### src/rtl/alu_op_sequencer_if.sv
// Bundle between the sequencer, its command/response clients and the ALU.
// slave = sequencer view; master = surrounding control logic plus ALU.
interface alu_op_sequencer_if #(
    parameter int WIDTH = 16,
    parameter int OPW   = 3,
    parameter int CNTW  = 8
);
    logic             cmd_valid;
    logic             cmd_ready;
    logic [WIDTH-1:0] cmd_a;
    logic [WIDTH-1:0] cmd_b;
    logic [OPW-1:0]   cmd_opcode;
    logic             cmd_chain;

    logic [WIDTH-1:0] alu_a;
    logic [WIDTH-1:0] alu_b;
    logic [OPW-1:0]   alu_opcode;
    logic [WIDTH-1:0] alu_acc;
    logic             alu_carry;
    logic             alu_zero;

    logic             rsp_valid;
    logic             rsp_ready;
    logic [WIDTH-1:0] rsp_result;
    logic             rsp_carry;
    logic             rsp_zero;

    logic             busy;
    logic [CNTW-1:0]  op_count;

    modport slave (
        input  cmd_valid, cmd_a, cmd_b, cmd_opcode, cmd_chain,
        input  alu_acc, alu_carry, alu_zero,
        input  rsp_ready,
        output cmd_ready, alu_a, alu_b, alu_opcode,
        output rsp_valid, rsp_result, rsp_carry, rsp_zero,
        output busy, op_count
    );

    modport master (
        output cmd_valid, cmd_a, cmd_b, cmd_opcode, cmd_chain,
        output alu_acc, alu_carry, alu_zero,
        output rsp_ready,
        input  cmd_ready, alu_a, alu_b, alu_opcode,
        input  rsp_valid, rsp_result, rsp_carry, rsp_zero,
        input  busy, op_count
    );
endinterface

### src/rtl/alu_op_sequencer.sv
// Issues one ALU operation at a time, holds the ALU inputs while it settles,
// then captures accumulator/carry/zero into a registered response.
module alu_op_sequencer #(
    parameter int WIDTH   = 16,
    parameter int OPW     = 3,
    parameter int LATENCY = 1,
    parameter int CNTW    = 8
) (
    input  logic               clk_i,
    input  logic               rst_ni,
    alu_op_sequencer_if.slave  bus
);

    localparam logic [1:0] ST_IDLE = 2'd0;
    localparam logic [1:0] ST_HOLD = 2'd1;
    localparam logic [1:0] ST_RESP = 2'd2;

    localparam logic [3:0] WAIT_INIT = 4'(LATENCY);

    logic [1:0]       state_q,   state_d;
    logic [WIDTH-1:0] alu_a_q,   alu_a_d;
    logic [WIDTH-1:0] alu_b_q,   alu_b_d;
    logic [OPW-1:0]   alu_op_q,  alu_op_d;
    logic [3:0]       wait_q,    wait_d;
    logic [WIDTH-1:0] result_q,  result_d;
    logic             carry_q,   carry_d;
    logic             zero_q,    zero_d;
    logic [WIDTH-1:0] chain_q,   chain_d;
    logic [CNTW-1:0]  count_q,   count_d;

    always_comb begin
        state_d  = state_q;
        alu_a_d  = alu_a_q;
        alu_b_d  = alu_b_q;
        alu_op_d = alu_op_q;
        wait_d   = wait_q;
        result_d = result_q;
        carry_d  = carry_q;
        zero_d   = zero_q;
        chain_d  = chain_q;
        count_d  = count_q;

        case (state_q)
            ST_IDLE: begin
                if (bus.cmd_valid) begin
                    alu_a_d  = bus.cmd_chain ? chain_q : bus.cmd_a;
                    alu_b_d  = bus.cmd_b;
                    alu_op_d = bus.cmd_opcode;
                    wait_d   = WAIT_INIT;
                    state_d  = ST_HOLD;
                end
            end
            ST_HOLD: begin
                // ALU inputs stay frozen here: its arithmetic path clears
                // if the opcode wanders out of the arithmetic range.
                if (wait_q == 4'd0) begin
                    result_d = bus.alu_acc;
                    carry_d  = bus.alu_carry;
                    zero_d   = bus.alu_zero;
                    chain_d  = bus.alu_acc;
                    state_d  = ST_RESP;
                end else begin
                    wait_d = wait_q - 4'd1;
                end
            end
            ST_RESP: begin
                if (bus.rsp_ready) begin
                    count_d = count_q + CNTW'(1);
                    state_d = ST_IDLE;
                end
            end
            default: begin
                state_d = ST_IDLE;
            end
        endcase
    end

    always_ff @(posedge clk_i or negedge rst_ni) begin
        if (!rst_ni) begin
            state_q  <= ST_IDLE;
            alu_a_q  <= '0;
            alu_b_q  <= '0;
            alu_op_q <= '0;
            wait_q   <= '0;
            result_q <= '0;
            carry_q  <= 1'b0;
            zero_q   <= 1'b0;
            chain_q  <= '0;
            count_q  <= '0;
        end else begin
            state_q  <= state_d;
            alu_a_q  <= alu_a_d;
            alu_b_q  <= alu_b_d;
            alu_op_q <= alu_op_d;
            wait_q   <= wait_d;
            result_q <= result_d;
            carry_q  <= carry_d;
            zero_q   <= zero_d;
            chain_q  <= chain_d;
            count_q  <= count_d;
        end
    end

    assign bus.cmd_ready  = (state_q == ST_IDLE);
    assign bus.rsp_valid  = (state_q == ST_RESP);
    assign bus.busy       = (state_q != ST_IDLE);
    assign bus.alu_a      = alu_a_q;
    assign bus.alu_b      = alu_b_q;
    assign bus.alu_opcode = alu_op_q;
    assign bus.rsp_result = result_q;
    assign bus.rsp_carry  = carry_q;
    assign bus.rsp_zero   = zero_q;
    assign bus.op_count   = count_q;

endmodule

### src/flat_wrapper.sv
// flat-port wrapper written by rule: the top's interface ports become plain ports
module alu_op_sequencer_flat 
#(
    parameter int WIDTH   = 16,
    parameter int OPW     = 3,
    parameter int LATENCY = 1,
    parameter int CNTW    = 8
)
  (clk_i, rst_ni, bus_cmd_valid, bus_cmd_a, bus_cmd_b, bus_cmd_opcode, bus_cmd_chain, bus_alu_acc, bus_alu_carry, bus_alu_zero, bus_rsp_ready, bus_cmd_ready, bus_alu_a, bus_alu_b, bus_alu_opcode, bus_rsp_valid, bus_rsp_result, bus_rsp_carry, bus_rsp_zero, bus_busy, bus_op_count);
  alu_op_sequencer_if #(.WIDTH(WIDTH), .OPW(OPW), .CNTW(CNTW)) bus_i ();
  input  logic clk_i;
  input  logic rst_ni;
  input wire logic [$bits(bus_i.cmd_valid)-1:0] bus_cmd_valid;
  input wire logic [$bits(bus_i.cmd_a)-1:0] bus_cmd_a;
  input wire logic [$bits(bus_i.cmd_b)-1:0] bus_cmd_b;
  input wire logic [$bits(bus_i.cmd_opcode)-1:0] bus_cmd_opcode;
  input wire logic [$bits(bus_i.cmd_chain)-1:0] bus_cmd_chain;
  input wire logic [$bits(bus_i.alu_acc)-1:0] bus_alu_acc;
  input wire logic [$bits(bus_i.alu_carry)-1:0] bus_alu_carry;
  input wire logic [$bits(bus_i.alu_zero)-1:0] bus_alu_zero;
  input wire logic [$bits(bus_i.rsp_ready)-1:0] bus_rsp_ready;
  output wire logic [$bits(bus_i.cmd_ready)-1:0] bus_cmd_ready;
  output wire logic [$bits(bus_i.alu_a)-1:0] bus_alu_a;
  output wire logic [$bits(bus_i.alu_b)-1:0] bus_alu_b;
  output wire logic [$bits(bus_i.alu_opcode)-1:0] bus_alu_opcode;
  output wire logic [$bits(bus_i.rsp_valid)-1:0] bus_rsp_valid;
  output wire logic [$bits(bus_i.rsp_result)-1:0] bus_rsp_result;
  output wire logic [$bits(bus_i.rsp_carry)-1:0] bus_rsp_carry;
  output wire logic [$bits(bus_i.rsp_zero)-1:0] bus_rsp_zero;
  output wire logic [$bits(bus_i.busy)-1:0] bus_busy;
  output wire logic [$bits(bus_i.op_count)-1:0] bus_op_count;
  assign bus_i.cmd_valid = bus_cmd_valid;
  assign bus_i.cmd_a = bus_cmd_a;
  assign bus_i.cmd_b = bus_cmd_b;
  assign bus_i.cmd_opcode = bus_cmd_opcode;
  assign bus_i.cmd_chain = bus_cmd_chain;
  assign bus_i.alu_acc = bus_alu_acc;
  assign bus_i.alu_carry = bus_alu_carry;
  assign bus_i.alu_zero = bus_alu_zero;
  assign bus_i.rsp_ready = bus_rsp_ready;
  assign bus_cmd_ready = bus_i.cmd_ready;
  assign bus_alu_a = bus_i.alu_a;
  assign bus_alu_b = bus_i.alu_b;
  assign bus_alu_opcode = bus_i.alu_opcode;
  assign bus_rsp_valid = bus_i.rsp_valid;
  assign bus_rsp_result = bus_i.rsp_result;
  assign bus_rsp_carry = bus_i.rsp_carry;
  assign bus_rsp_zero = bus_i.rsp_zero;
  assign bus_busy = bus_i.busy;
  assign bus_op_count = bus_i.op_count;
  alu_op_sequencer #(.WIDTH(WIDTH), .OPW(OPW), .LATENCY(LATENCY), .CNTW(CNTW)) u_core (.clk_i(clk_i), .rst_ni(rst_ni), .bus(bus_i));
endmodule
### config.mk
export PLATFORM = sky130hd
export DESIGN_NAME = alu_op_sequencer_flat
export DESIGN_NICKNAME = d
export VERILOG_FILES = /design/src/rtl/alu_op_sequencer_if.sv /design/src/rtl/alu_op_sequencer.sv /design/src/flat_wrapper.sv
export SDC_FILE = /design/constraint.sdc
export NUM_CORES = 1
export LEC_CHECK = 0
export CORE_ASPECT_RATIO = 0.7
export CORE_MARGIN = 2
export CORE_UTILIZATION = 35
export CTS_BUF_LIST = sky130_fd_sc_hd__clkbuf_8
export CTS_CLUSTER_DIAMETER = 200
export DETAILED_ROUTE_END_ITERATION = 8
export GPL_TIMING_DRIVEN = 1
export PLACE_DENSITY = 0.68
export SYNTH_ARGS = -nofsm -noshare
export SYNTH_HDL_FRONTEND = slang
export SYNTH_SLANG_ARGS = --single-unit
### constraint.sdc
create_clock -name clk_i -period 2.1 [get_ports clk_i]
set_input_delay 0.42 -clock clk_i [delete_from_list [all_inputs] [get_ports clk_i]]
set_output_delay 0.42 -clock clk_i [all_outputs]
set_load 0.005 [all_outputs]
-- Yosys cells after proc, flatten, opt, wreduce, memory -nomap -nowiden
Cells that the tools add are included.
- bits in latches: 0
- memories: 0
- bits of input ports: 58
- RAM bits: 0
- ROM bits: 0
- bits in registers: 67
- multipliers: 0
- shifts and indexed selects: 0
- add/sub/neg operators: 2
- $lt $le $gt $ge: 0
- eq/ne operators: 6
- div/mod/pow operators: 0
- reductions and logical operators: 9
- bitwise logic cells: 0
- muxes and demuxes: 8
- operators by type and width (kind ; number):
    $mux 16 ; 1
    $add 8x1->8 const B ; 1
    $mux 4 ; 2
    $pmux 4 s2 ; 1
    $mux 2 ; 3
    $ne 2x2->1 const B ; 3
    $pmux 2 s3 ; 1
    $reduce_and 2->1 ; 3
    $reduce_and 3->1 ; 2
    $logic_not 4->1 ; 1
    $reduce_bool 2->1 ; 2
    $sub 4x1->4 const B ; 1
    $eq 2x1->1 const B ; 1
    $eq 2x2->1 const B ; 1
    $logic_not 2->1 ; 1
    $ne 2x1->1 const B ; 1

-- Depth between registers and ports, before layout
- word-level depth: 3
- depth in mapped cells: 7

-- Worst setup path after synthesis
No wires, ideal clock.
- path kind: register to register
- from: register u_core.wait_q[0]
- to: register u_core.carry_q (netlist: u_core.bus.rsp_carry)
- data required time: 1.975 ns
- cell stages (with the launch flop): 8
- clock period less this slack: 1.823 ns
- buffers on the path: 2
- setup slack: 0.277 ns
- arrival time: 1.697 ns
- path through: dfrtp_1 inv_1 ha_1 or3b_4 nand2b_4 buf_6 buf_12 mux2_4
- word-level cells in the longest chain between the ends: 2
- RTL lines (item ; RTL line ; text):
    start: declaration ; alu_op_sequencer.sv:24 ; logic [3:0] wait_q, wait_d;
    start signal: assignment ; alu_op_sequencer.sv:95 ; wait_q <= wait_d;
    $logic_not 4->1 ; alu_op_sequencer.sv:56 ; if (wait_q == 4'd0) begin
    $reduce_and 2->1 (no source line) ; -- ;
    end signal: assignment ; alu_op_sequencer.sv:97 ; carry_q <= carry_d;
    end: declaration ; alu_op_sequencer.sv:26 ; logic carry_q, carry_d;
Every way passes these cells.
A chain may end at the register's enable or synchronous reset.

-- Final worst setup path
- from: register u_core.state_q[0]
- to: output port bus_rsp_valid
- word-level cells in the longest chain between the ends: 1
- RTL lines (item ; RTL line ; text):
    start: declaration ; alu_op_sequencer.sv:20 ; logic [1:0] state_q, state_d;
    start signal: assignment ; alu_op_sequencer.sv:91 ; state_q <= state_d;
    $eq 2x2->1 ; alu_op_sequencer.sv:105 ; assign bus.rsp_valid = (state_q == ST_RESP);
    end: declaration ; flat_wrapper.sv:26 ; output wire logic [$bits(bus_i.rsp_valid)-1:0] bus_rsp_valid;
Every way passes these cells.

==> metrics.cfg <==
[setup_path]
critPathLaunchType = flop
r2r-end = u_core.bus.rsp_result[14]
cp_max_fo = 10
reg2regPathDepth = 5
worstSetupPathType = reg2out
rrSetupSlack_ns = 0.19
worstPathArrival_ns = 1.57
worstPathRequired_ns = 1.68
r2r_start = u_core.wait_q[0]
cp-endpoint = bus_rsp_valid
startpoint = u_core.state_q[0]
endpoint_kind = output pin

[power_and_ir_drop]
leakage_nw = 1.93
p_per_area_mw_per_mm2 = 1430
vdd_drop_max_uv = 614
p_total_mw = 6.25

[clocking]
ctsResizeCount = 0
post_cts_buffers = 0
htreeDepth = 3
clk_latency_ns = 0.33
clkTransAtPathRegs_ns = 0.07
cts_buffers = 9
cts.sink_count = 67
cts_tree = yes
cts_root_buffer = clkbuf_8
hold_buffers = 0
clockBufferDepth = 2

[timing]
finClkSkew_ns = 0.00800
setup_viol = 0
finalCritPeriodShare_pct = 94.5
fmax_mhz = 504
hold_viol = 0
maxSlewViolCount = 0
period_needed_ns = 1.99
setup_tns_ns = 0
relSlewSlack_pct = 75.7
rsz0062_at_grt = no
worst_pin_slew_ns = 0.364

[layout]
syn_to_final_growth_pct = 53.4
final_common_cell = clkdlybuf4s50_1
diodes = 0
multi_input_area_mm2 = 0.00109
nNetsFinal = 399
mostFrequentLayoutCells = clkdlybuf4s50_1 (120), dfrtp_1 (67), mux2_2 (30)
drive_above_1_share_pct = 17.8
fill_cells = 690
seq_area_mm2 = 0.00168

[grt]
grt_pass1_wl_mm = 11.2
grt_pass1_vias = 2184
grtUsageTotal_pct = 16.3
antenna_found_initial = 0
grt_max_degree = 68
grt_overflow = 0

[yosys]
syn_area_mm2 = 0.00286
synth_compound_area_share_pct = 3.81
ys_ff_latch = 67
synth_xor_area_share_pct = 2.15
synth_top_family_by_area = multiplexers
avgSynthCellArea_um2 = 13.3
yosys.area_share.simple_pct = 7.89
syn-num-nets = 275
muxShareOfSynthArea_pct = 22.9
ys_types = 32
ys_seq_area_share_pct = 58.7
netlist_instances = 214
synthAdderAreaFrac_pct = 1.31
yosysWarnings = 0

[floorplanning]
io_pins = 122
die_w_um = 112
fp.dieH_um = 79.6
dieArea_mm2 = 0.00891
core_mm2 = 0.00791
start_util_pct = 36.1
fp-row-count = 27

[routing]
drt_iter0_markers = 36
drcViolationCount = 0
wl_mm = 7.01
vias_per_cell = 4.64
vias = 2062
wire_per_inst_um = 15.8
drtAntennaViolNets = 0
dr.pass1.iters = 4
met2RoutedLength_mm = 3.24
drt-met1-wl_mm = 3.02
routed-wl-met3_um = 711
dr.max_layer_used = met4

[run_status]
status = completed

[hold_path]
hold_class = in2async

[placed_design]
gp_congestion = 0.764
place_hpwl_mm = 4.96
io_buffer_count = 121

[flow_run]
drv_cap = 0

[where the power goes]
| group | total, mW | switching, mW | internal, mW |
|---|---|---|---|
| sequential | 2.35 | 0.449 | 1.90 |
| combinational | 2.77 | 0.942 | 1.83 |
| clock | 1.13 | 0.475 | 0.656 |
| total | 6.25 | 1.87 | 4.39 |
[cells by family (layout without fill, tap and decap cells)]
group	Yosys count	after routing
compound gates	20	20
xor+xnor	7	7
simple gates	44	44
mux	57	57
fa+ha+maj	3	3
buf+inv	16	145
flops	67	67
[registers in the layout, summed over array words and instances (netlist names)]
register               flops
u_core.bus.alu_a          16
u_core.bus.alu_b          16
u_core.bus.alu_opcode      3
u_core.bus.op_count        8
u_core.bus.rsp_carry       1
u_core.bus.rsp_result     16
u_core.bus.rsp_zero        1
u_core.state_q             2
u_core.wait_q              4
[stage by stage]
step / hold WS [ns] / cell area [um2] / util, % / worst slack, ns / std cells
2_1_floorplan: 0.124 / 2860 / - / 0.277 / 214
3_3_place_gp: 0.458 / 4170 / 52.8 / 0.238 / 428
3_5_place_dp: 0.469 / 4170 / 52.8 / 0.168 / 428
4_1_cts: 0.0977 / 4380 / 55.4 / 0.0824 / 444
5_1_grt: 0.107 / 4380 / 55.4 / 0.0167 / 444
6_report: 0.0964 / 4380 / 55.4 / 0.115 / 444
[worst max-delay path, stage by stage, from the launching register on]
cell and delay [ns]:
dfrtp_1 0.48, nand2b_1 0.20, inv_1 0.06, clkdlybuf4s50_1 0.49
[cell usage after synthesis]
cell type  count  area (um2)
a21oi_1       16        80.1
a22o_1         1        8.76
and2b_1        1        7.51
and3_1         1        6.26
and4b_1        1        10.0
buf_1          1        3.75
buf_12         1        20.0
buf_2          7        35.0
buf_6          1        11.3
clkbuf_1       2        7.51
dfrtp_1       67        1680
ha_1           3        37.5
inv_1          4        15.0
mux2_2        30         338
mux2_4         9         135
mux2i_1       18         180
nand2_1        4        15.0
nand2b_1       2        12.5
nand2b_4       1        13.8
nand3_1        5        25.0
nand3b_1       1        7.51
nand4_1        1        6.26
nor2_1        20        75.1
nor3_1         4        20.0
nor3b_1        1        7.51
o211ai_1       1        7.51
o21ai_0        1        5.00
o21bai_1       1        7.51
or2b_1         1        7.51
or3b_4         1        11.3
xnor2_1        3        26.3
xor2_1         4        35.0
[metal layers]
layer,global-route usage (%),up-vias
li1,-,986
met1,20.0,989
met2,25.5,83
met3,7.90,4
met4,5.49,0
met5,0,-
[cell type report]
type                       count  share of cell area [%]
sequential                    67                    38.3
timing repair buffer         125                    28.8
multi-input combinational    131                    24.9
tap                          101                    2.89
clock buffer                   9                    2.83
clock inverter                 7                    1.94
inverter                       4                   0.343
[worst min path at each step]
stage | from | endpoint | slack [ns] | cells past startpoint
floorplan | rst_ni | u_core.bus.alu_a[0] | 0.12 | 0
global placement | u_core.bus.op_count[7] | u_core.bus.op_count[7] | 0.46 | 1
detailed placement | rst_ni | u_core.bus.alu_b[13] | 0.47 | 2
CTS | rst_ni | u_core.bus.alu_opcode[1] | 0.1 | 2
global route | rst_ni | u_core.bus.alu_b[13] | 0.11 | 2
finish | rst_ni | u_core.bus.alu_b[13] | 0.1 | 2
(Power assumes the default switching activity.)
==> patch 1, RTL diff (same flow settings) <==
Make the reset (`rst_ni`) synchronous in one clocked block.
--- a/src/rtl/alu_op_sequencer.sv
+++ b/src/rtl/alu_op_sequencer.sv
@@ -76,5 +76,5 @@
     end
 
-    always_ff @(posedge clk_i or negedge rst_ni) begin
+    always_ff @(posedge clk_i) begin
         if (!rst_ni) begin
             state_q  <= ST_IDLE;
Behaviour: differs if rst_ni is asserted again (counterexample within 4 cycles, from zero or initial values and one cycle with rst_ni low); with rst_ni held inactive, the same outputs for 10 cycles.
==> patch 1 against the original RTL <==
- setup slack got worse by 22 ps
- critical path type unchanged
- clock skew fell by 3.0 ps
- register-to-register slack improved by 180 ps
- area after synthesis fell by 3.6%
- global-route usage rose by 2.6 points
- cell area fell by 2.1%
- count of clock-buffer cells in the layout rose by 1
- fmax fell by 1.1%
- final cell count rose by 22%
- highest routed layer unchanged
- sequential cell count did not move
- routed wire length rose by 13%
Power is not compared: it rests on default switching activity, and its combinational part moved more than twofold at a synthesized area within 25%.
==> patch 1: results (changes against the original RTL) <==
Worst hold path
  – Min-delay worst type: register to register (was primary input to asynchronous set/reset pin)

CTS
  – Clock tree root buffer cell: clkbuf_8 (unchanged)
  – Clk slew on worst S/H paths: 60 ps
  – H-tree levels: 3 (unchanged)
  – Post-CTS setup buffer count: 0 (unchanged)
  – Longest Clk Path Bufs: 2 (unchanged)
  – Clock buffer count from CTS: 9 (unchanged)
  – Worst-skew pair later-pin latency: 330 ps (about the same)

STA
  – Worst slew pin tran: 617 ps (was 364 ps)
  – Clock skew after layout: 5.03 ps (was 8.00 ps)
  – Max-slew violations: 0 (unchanged)
  – Fin. Hold Viols: 0 (unchanged)

Logic synthesis
  – Cells taking the most area after synthesis: dfxtp_1 49%, a21oi_1 8.2%, mux2i_1 6.5% (was dfrtp_1 59%, mux2_2 12%, mux2i_1 6.3%)
  – Post-synthesis sequential area ratio: 48.7% (was 58.7%)
  – Syn Nets: 378 (was 275)
  – Async S/R FF share, synth: 0% (was 100%)
  – EDFF count, synth: 0 (unchanged)
  – Distinct cells, synth: 36 (was 32)
  – Ys Warns: 0 (unchanged)
  – Post-synthesis instance total: 318 (was 214)
  – Post-synth top cells: 67 x dfxtp_1, 45 x a21oi_1, 41 x nand2_1 (was 67 x dfrtp_1, 30 x mux2_2, 20 x nor2_1)

Pwr
  – Pint: 2.31 mW
  – Leakage: 1.61 nW
  – Max rail drop VDD: 0.284 mV

Final layout
  – Layout fillers: 730 (was 690)
  – Cell Count, Final, Fillers Out: 543 (was 444)
  – Antenna diode instance count: 0 (unchanged)
  – Final #Nets: 499 (was 399)
  – Ratio of cells with drive above 1 in the final layout: 7.92% (was 17.8%)

Detailed routing
  – Initial drt markers: 164 (was 36)
  – Vias per cell: 5.04 (was 4.64)
  – TritonRoute pass-1 iters: 4 (unchanged)
  – Final wirelength: 7.92 mm (was 7.01 mm)

Placement
  – Place WS: 201 ps (was 168 ps)
  – Placed cell count: 529 (was 428)
  – HPWL after DPL: 5.58 mm (was 4.96 mm)
  – Placed instance area: 4110 µm² (was 4170 µm²)
  – Gpl congestion: 0.834 (was 0.764)
  – PortBufs: 121 (unchanged)

Global routing
  – Initial antenna violation count: 0 (unchanged)
  – First-pass GRT wire length: 12.8 mm (was 11.2 mm)
  – Vias in the first global route: 2715 (was 2184)
  – Largest net degree at the start of global routing: 65 (was 68)
  – Overall global routing resource usage: 18.9% (was 16.3%)

Worst setup path
  – Top delay family on crit path: buffers and inverters (unchanged)
  – Worst path max stage delay: 500 ps
  – Worst EP arrival: 1590 ps (was 1570 ps)
  – Slowest CP cell: clkdlybuf4s50_1 (unchanged)
  – Critical-path maximum fanout: 7 (was 10)

Outcome
  – Status: finished, final reports clean (unchanged)

Run
  – Max-cap violation count: 0 (unchanged)
## patch 1: kinds of logic (layout without fill, tap and decap cells)
kind of cell	Yosys count	in the layout	share of synthesized area [%]
DFF	67	67	48.7
muxes	18	18	6.55
AOI/OAI and AO/OA	90	90	18.5
xor gates and xnor gates	2	2	0.637
buffers and inverters	33	157	5.46
and+or+nand+nor	106	106	19.2
adders and majority gates	2	2	0.909
## patch 1: power by group through the flow
stage                     combinational [mW]  sequential, mW  clock (mW)
after CTS                              0.692            1.42        1.05
after global routing                   0.756            1.43        1.10
after detailed placement               0.688            1.45           0
after global placement                 0.677            1.45           0
after floorplan                        0.298            1.44           0
final                                  0.685            1.42        1.01
## patch 1: metal layers
| metal | wire, µm | vias to the layer above | global-route usage, % |
|---|---|---|---|
| met2 | 3410 | 118 | 29.3 |
| met3 | 786 | 6 | 7.06 |
| met4 | 47 | 0 | 5.44 |
| li1 | - | 1353 | - |
| met1 | 3670 | 1261 | 24.5 |
| met5 | 0 | - | 0 |
## patch 1: cell type report
type	instances	area (µm²)	share of cell area [%]
sequential	67	1340	31.3
tap	101	126	2.95
clock buffer	10	138	3.21
inverter	8	30.0	0.700
timing repair buffer	135	1340	31.3
multi-input combinational	218	1270	29.6
clock inverter	4	43.8	1.02
## patch 1: path summary, 6_finish.rpt
| check | depth (start not counted) | slack [ps] | endpoint | from |
|---|---|---|---|---|
| max | 3 | 90 | bus_cmd_ready | u_core.state_q[1] |
| min | 2 | 460 | u_core.bus.alu_opcode[2] | u_core.bus.alu_opcode[2] |
| max reg2reg | 5 | 370 | u_core.wait_q[0] | u_core.wait_q[0] |
| min reg2reg | 2 | 460 | u_core.bus.alu_opcode[2] | u_core.bus.alu_opcode[2] |
## patch 1: metrics by stage
step	power, mW	utilization [%]
after floorplan	1.74	-
after global placement	2.12	53.1
after detailed placement	2.14	53.1
after CTS	3.16	55.4
after global routing	3.29	55.4
final	3.12	55.4
## patch 1: timing repair
item                                    CTS  global route
hold endpoints to repair                  0             0
endpoints found under the setup margin    0             1
resized for setup                         0             1
## patch 1: worst reg2reg max path, delay by kind of cell (launching register included)
| kind | cells | cell delay [ps] |
|---|---|---|
| AND/OR/NAND/NOR | 1 | 640 |
| adder cells (fa/ha/maj) | 1 | 210 |
| flip-flops | 1 | 310 |
| buffers and inverters | 1 | 90 |
| AO/OA/AOI/OAI | 2 | 360 |
==> patch 2, RTL diff (same flow settings) <==
Without the edit above. `WIDTH` is set to 16 in 3 places; all go to 12.
--- a/src/rtl/alu_op_sequencer_if.sv
+++ b/src/rtl/alu_op_sequencer_if.sv
@@ -2,5 +2,5 @@
 // slave = sequencer view; master = surrounding control logic plus ALU.
 interface alu_op_sequencer_if #(
-    parameter int WIDTH = 16,
+    parameter int WIDTH = 12,
     parameter int OPW   = 3,
     parameter int CNTW  = 8
--- a/src/rtl/alu_op_sequencer.sv
+++ b/src/rtl/alu_op_sequencer.sv
@@ -2,5 +2,5 @@
 // then captures accumulator/carry/zero into a registered response.
 module alu_op_sequencer #(
-    parameter int WIDTH   = 16,
+    parameter int WIDTH   = 12,
     parameter int OPW     = 3,
     parameter int LATENCY = 1,
--- a/src/flat_wrapper.sv
+++ b/src/flat_wrapper.sv
@@ -2,5 +2,5 @@
 module alu_op_sequencer_flat 
 #(
-    parameter int WIDTH   = 16,
+    parameter int WIDTH   = 12,
     parameter int OPW     = 3,
     parameter int LATENCY = 1,
Interface: changed (6 resized); port bits go from 122 to 98. The function was not compared with the original's and may differ.
==> patch 2 against the original RTL <==
- routed wire length fell by 28%
- critical path depth is 1 lower
- area after synthesis is 17% lower
- via count fell by 14%
- fmax up 2.4%
- total power decreased by 28%
- sequential cell count is 12 lower
- cell area fell by 19%
- setup slack improved by 47 ps
- count of clock-buffer cells in the layout shrank 4
- critical path type unchanged
- highest routed layer unchanged
==> patch 2: results (changes against the original RTL) <==
Global routing
  – Met2 usage: 22.5% (was 25.5%)
  – Overall global routing resource usage: 14.2% (was 16.3%)
  – Largest net degree at the start of global routing: 56 (was 68)
  – Vias in the first global route: 1806 (was 2184)
  – Met1 Use GR: 19.3% (was 20.0%)

Pwr
  – Leakage: 1.68 nW (was 1.93 nW)
  – Max rail drop VDD: 0.630 mV (was 0.614 mV)
  – Psw: 1.41 mW (was 1.87 mW)

CTS
  – H-tree levels: 2 (was 3)
  – Clk slew on worst S/H paths: 90 ps (was 70 ps)
  – Clock buffer count from CTS: 5 (was 9)

Placement
  – PortBufs: 97 (was 121)
  – HPWL after DPL: 3.74 mm (was 4.96 mm)
  – Gpl congestion: 0.707 (was 0.764)

Detailed routing
  – Vias per cell: 4.44 (was 4.64)
  – Met1 WL: 2.34 mm (was 3.02 mm)
  – WL met3: 330 µm (was 711 µm)
  – Post-DR wirelength/cell: 12.6 µm (was 15.8 µm)
  – Initial drt markers: 32 (was 36)

Final layout
  – Ratio of cells with drive above 1 in the final layout: 10.4% (was 17.8%)
  – Final #Nets: 358 (was 399)

Worst setup path
  – Reg2reg setup slack: 400 ps (was 190 ps)
  – Worst path max stage delay: 530 ps (was 490 ps)
  – Critical-path maximum fanout: 8 (was 10)

Logic synthesis
  – Distinct cells, synth: 34 (was 32)
  – Async S/R FF share, synth: 100% (unchanged)
  – EDFF count, synth: 0 (unchanged)
  – Cells taking the most area after synthesis: dfrtp_1 58%, nand2_1 9.8%, mux2i_1 5.9% (was dfrtp_1 59%, mux2_2 12%, mux2i_1 6.3%)

STA
  – Clock skew after layout: 5.19 ps (was 8.00 ps)
  – Worst rel slew slack: 78.1% (was 75.7%)

Outcome
  – Status: finished, final reports clean (unchanged)
[patch 2: how the worst max path moves through the flow]
stage                           endpoint              start  cells past startpoint  slack [ps]
floorplan               u_core.wait_q[0]   u_core.wait_q[0]                      5         530
global placement    u_core.bus.alu_a[10]      bus_cmd_valid                      5         340
detailed placement   u_core.bus.alu_a[9]      bus_cmd_valid                      5         290
CTS                        bus_cmd_ready  u_core.state_q[1]                      2         140
global route               bus_rsp_valid  u_core.state_q[1]                      3          60
finish                     bus_cmd_ready  u_core.state_q[1]                      2         160
[patch 2: cells by family after synthesis]
kind of cell               share of synthesized area, %
muxes                                              14.5
DFF                                                58.2
buffers and inverters                              2.49
and+or+nand+nor                                    16.7
xor gates and xnor gates                           2.59
adders and majority gates                          1.59
AOI/OAI and AO/OA                                  3.97
[patch 2: power by group through the flow]
stage	sequential, mW	combinational (mW)	clock, mW
after detailed placement	1.90	2.16	0
after CTS	1.88	2.18	0.557
after floorplan	1.88	0.962	0
after global placement	1.88	2.13	0
final	1.87	2.13	0.522
after global routing	1.94	2.38	0.589
[patch 2: area by class of cell]
| cell class | count | area (µm²) |
|---|---|---|
| inverters | 4 | 15.0 |
| flip-flops and latches | 55 | 1380 |
| fillers | 602 | 3100 |
| clock buffers | 5 | 68.8 |
| well taps | 94 | 118 |
| clock inverters | 1 | 3.75 |
| multi-input cells | 140 | 930 |
| repair buffers | 103 | 1020 |
[patch 2: critical path, delay by kind of cell (launching register included)]
family	cells	cell delay [ps]
buffers and inverters	1	530
flip-flops	1	500
AND/OR/NAND/NOR	1	190
[patch 2: metrics by stage]
stage,std cells,setup WS (ps),cell area [µm²],hold WS [ps]
floorplan,207,528,2360,124
global placement,396,337,3460,440
detailed placement,396,292,3460,441
CTS,402,135,3530,111
global route,402,58.5,3530,131
finish,402,162,3530,100
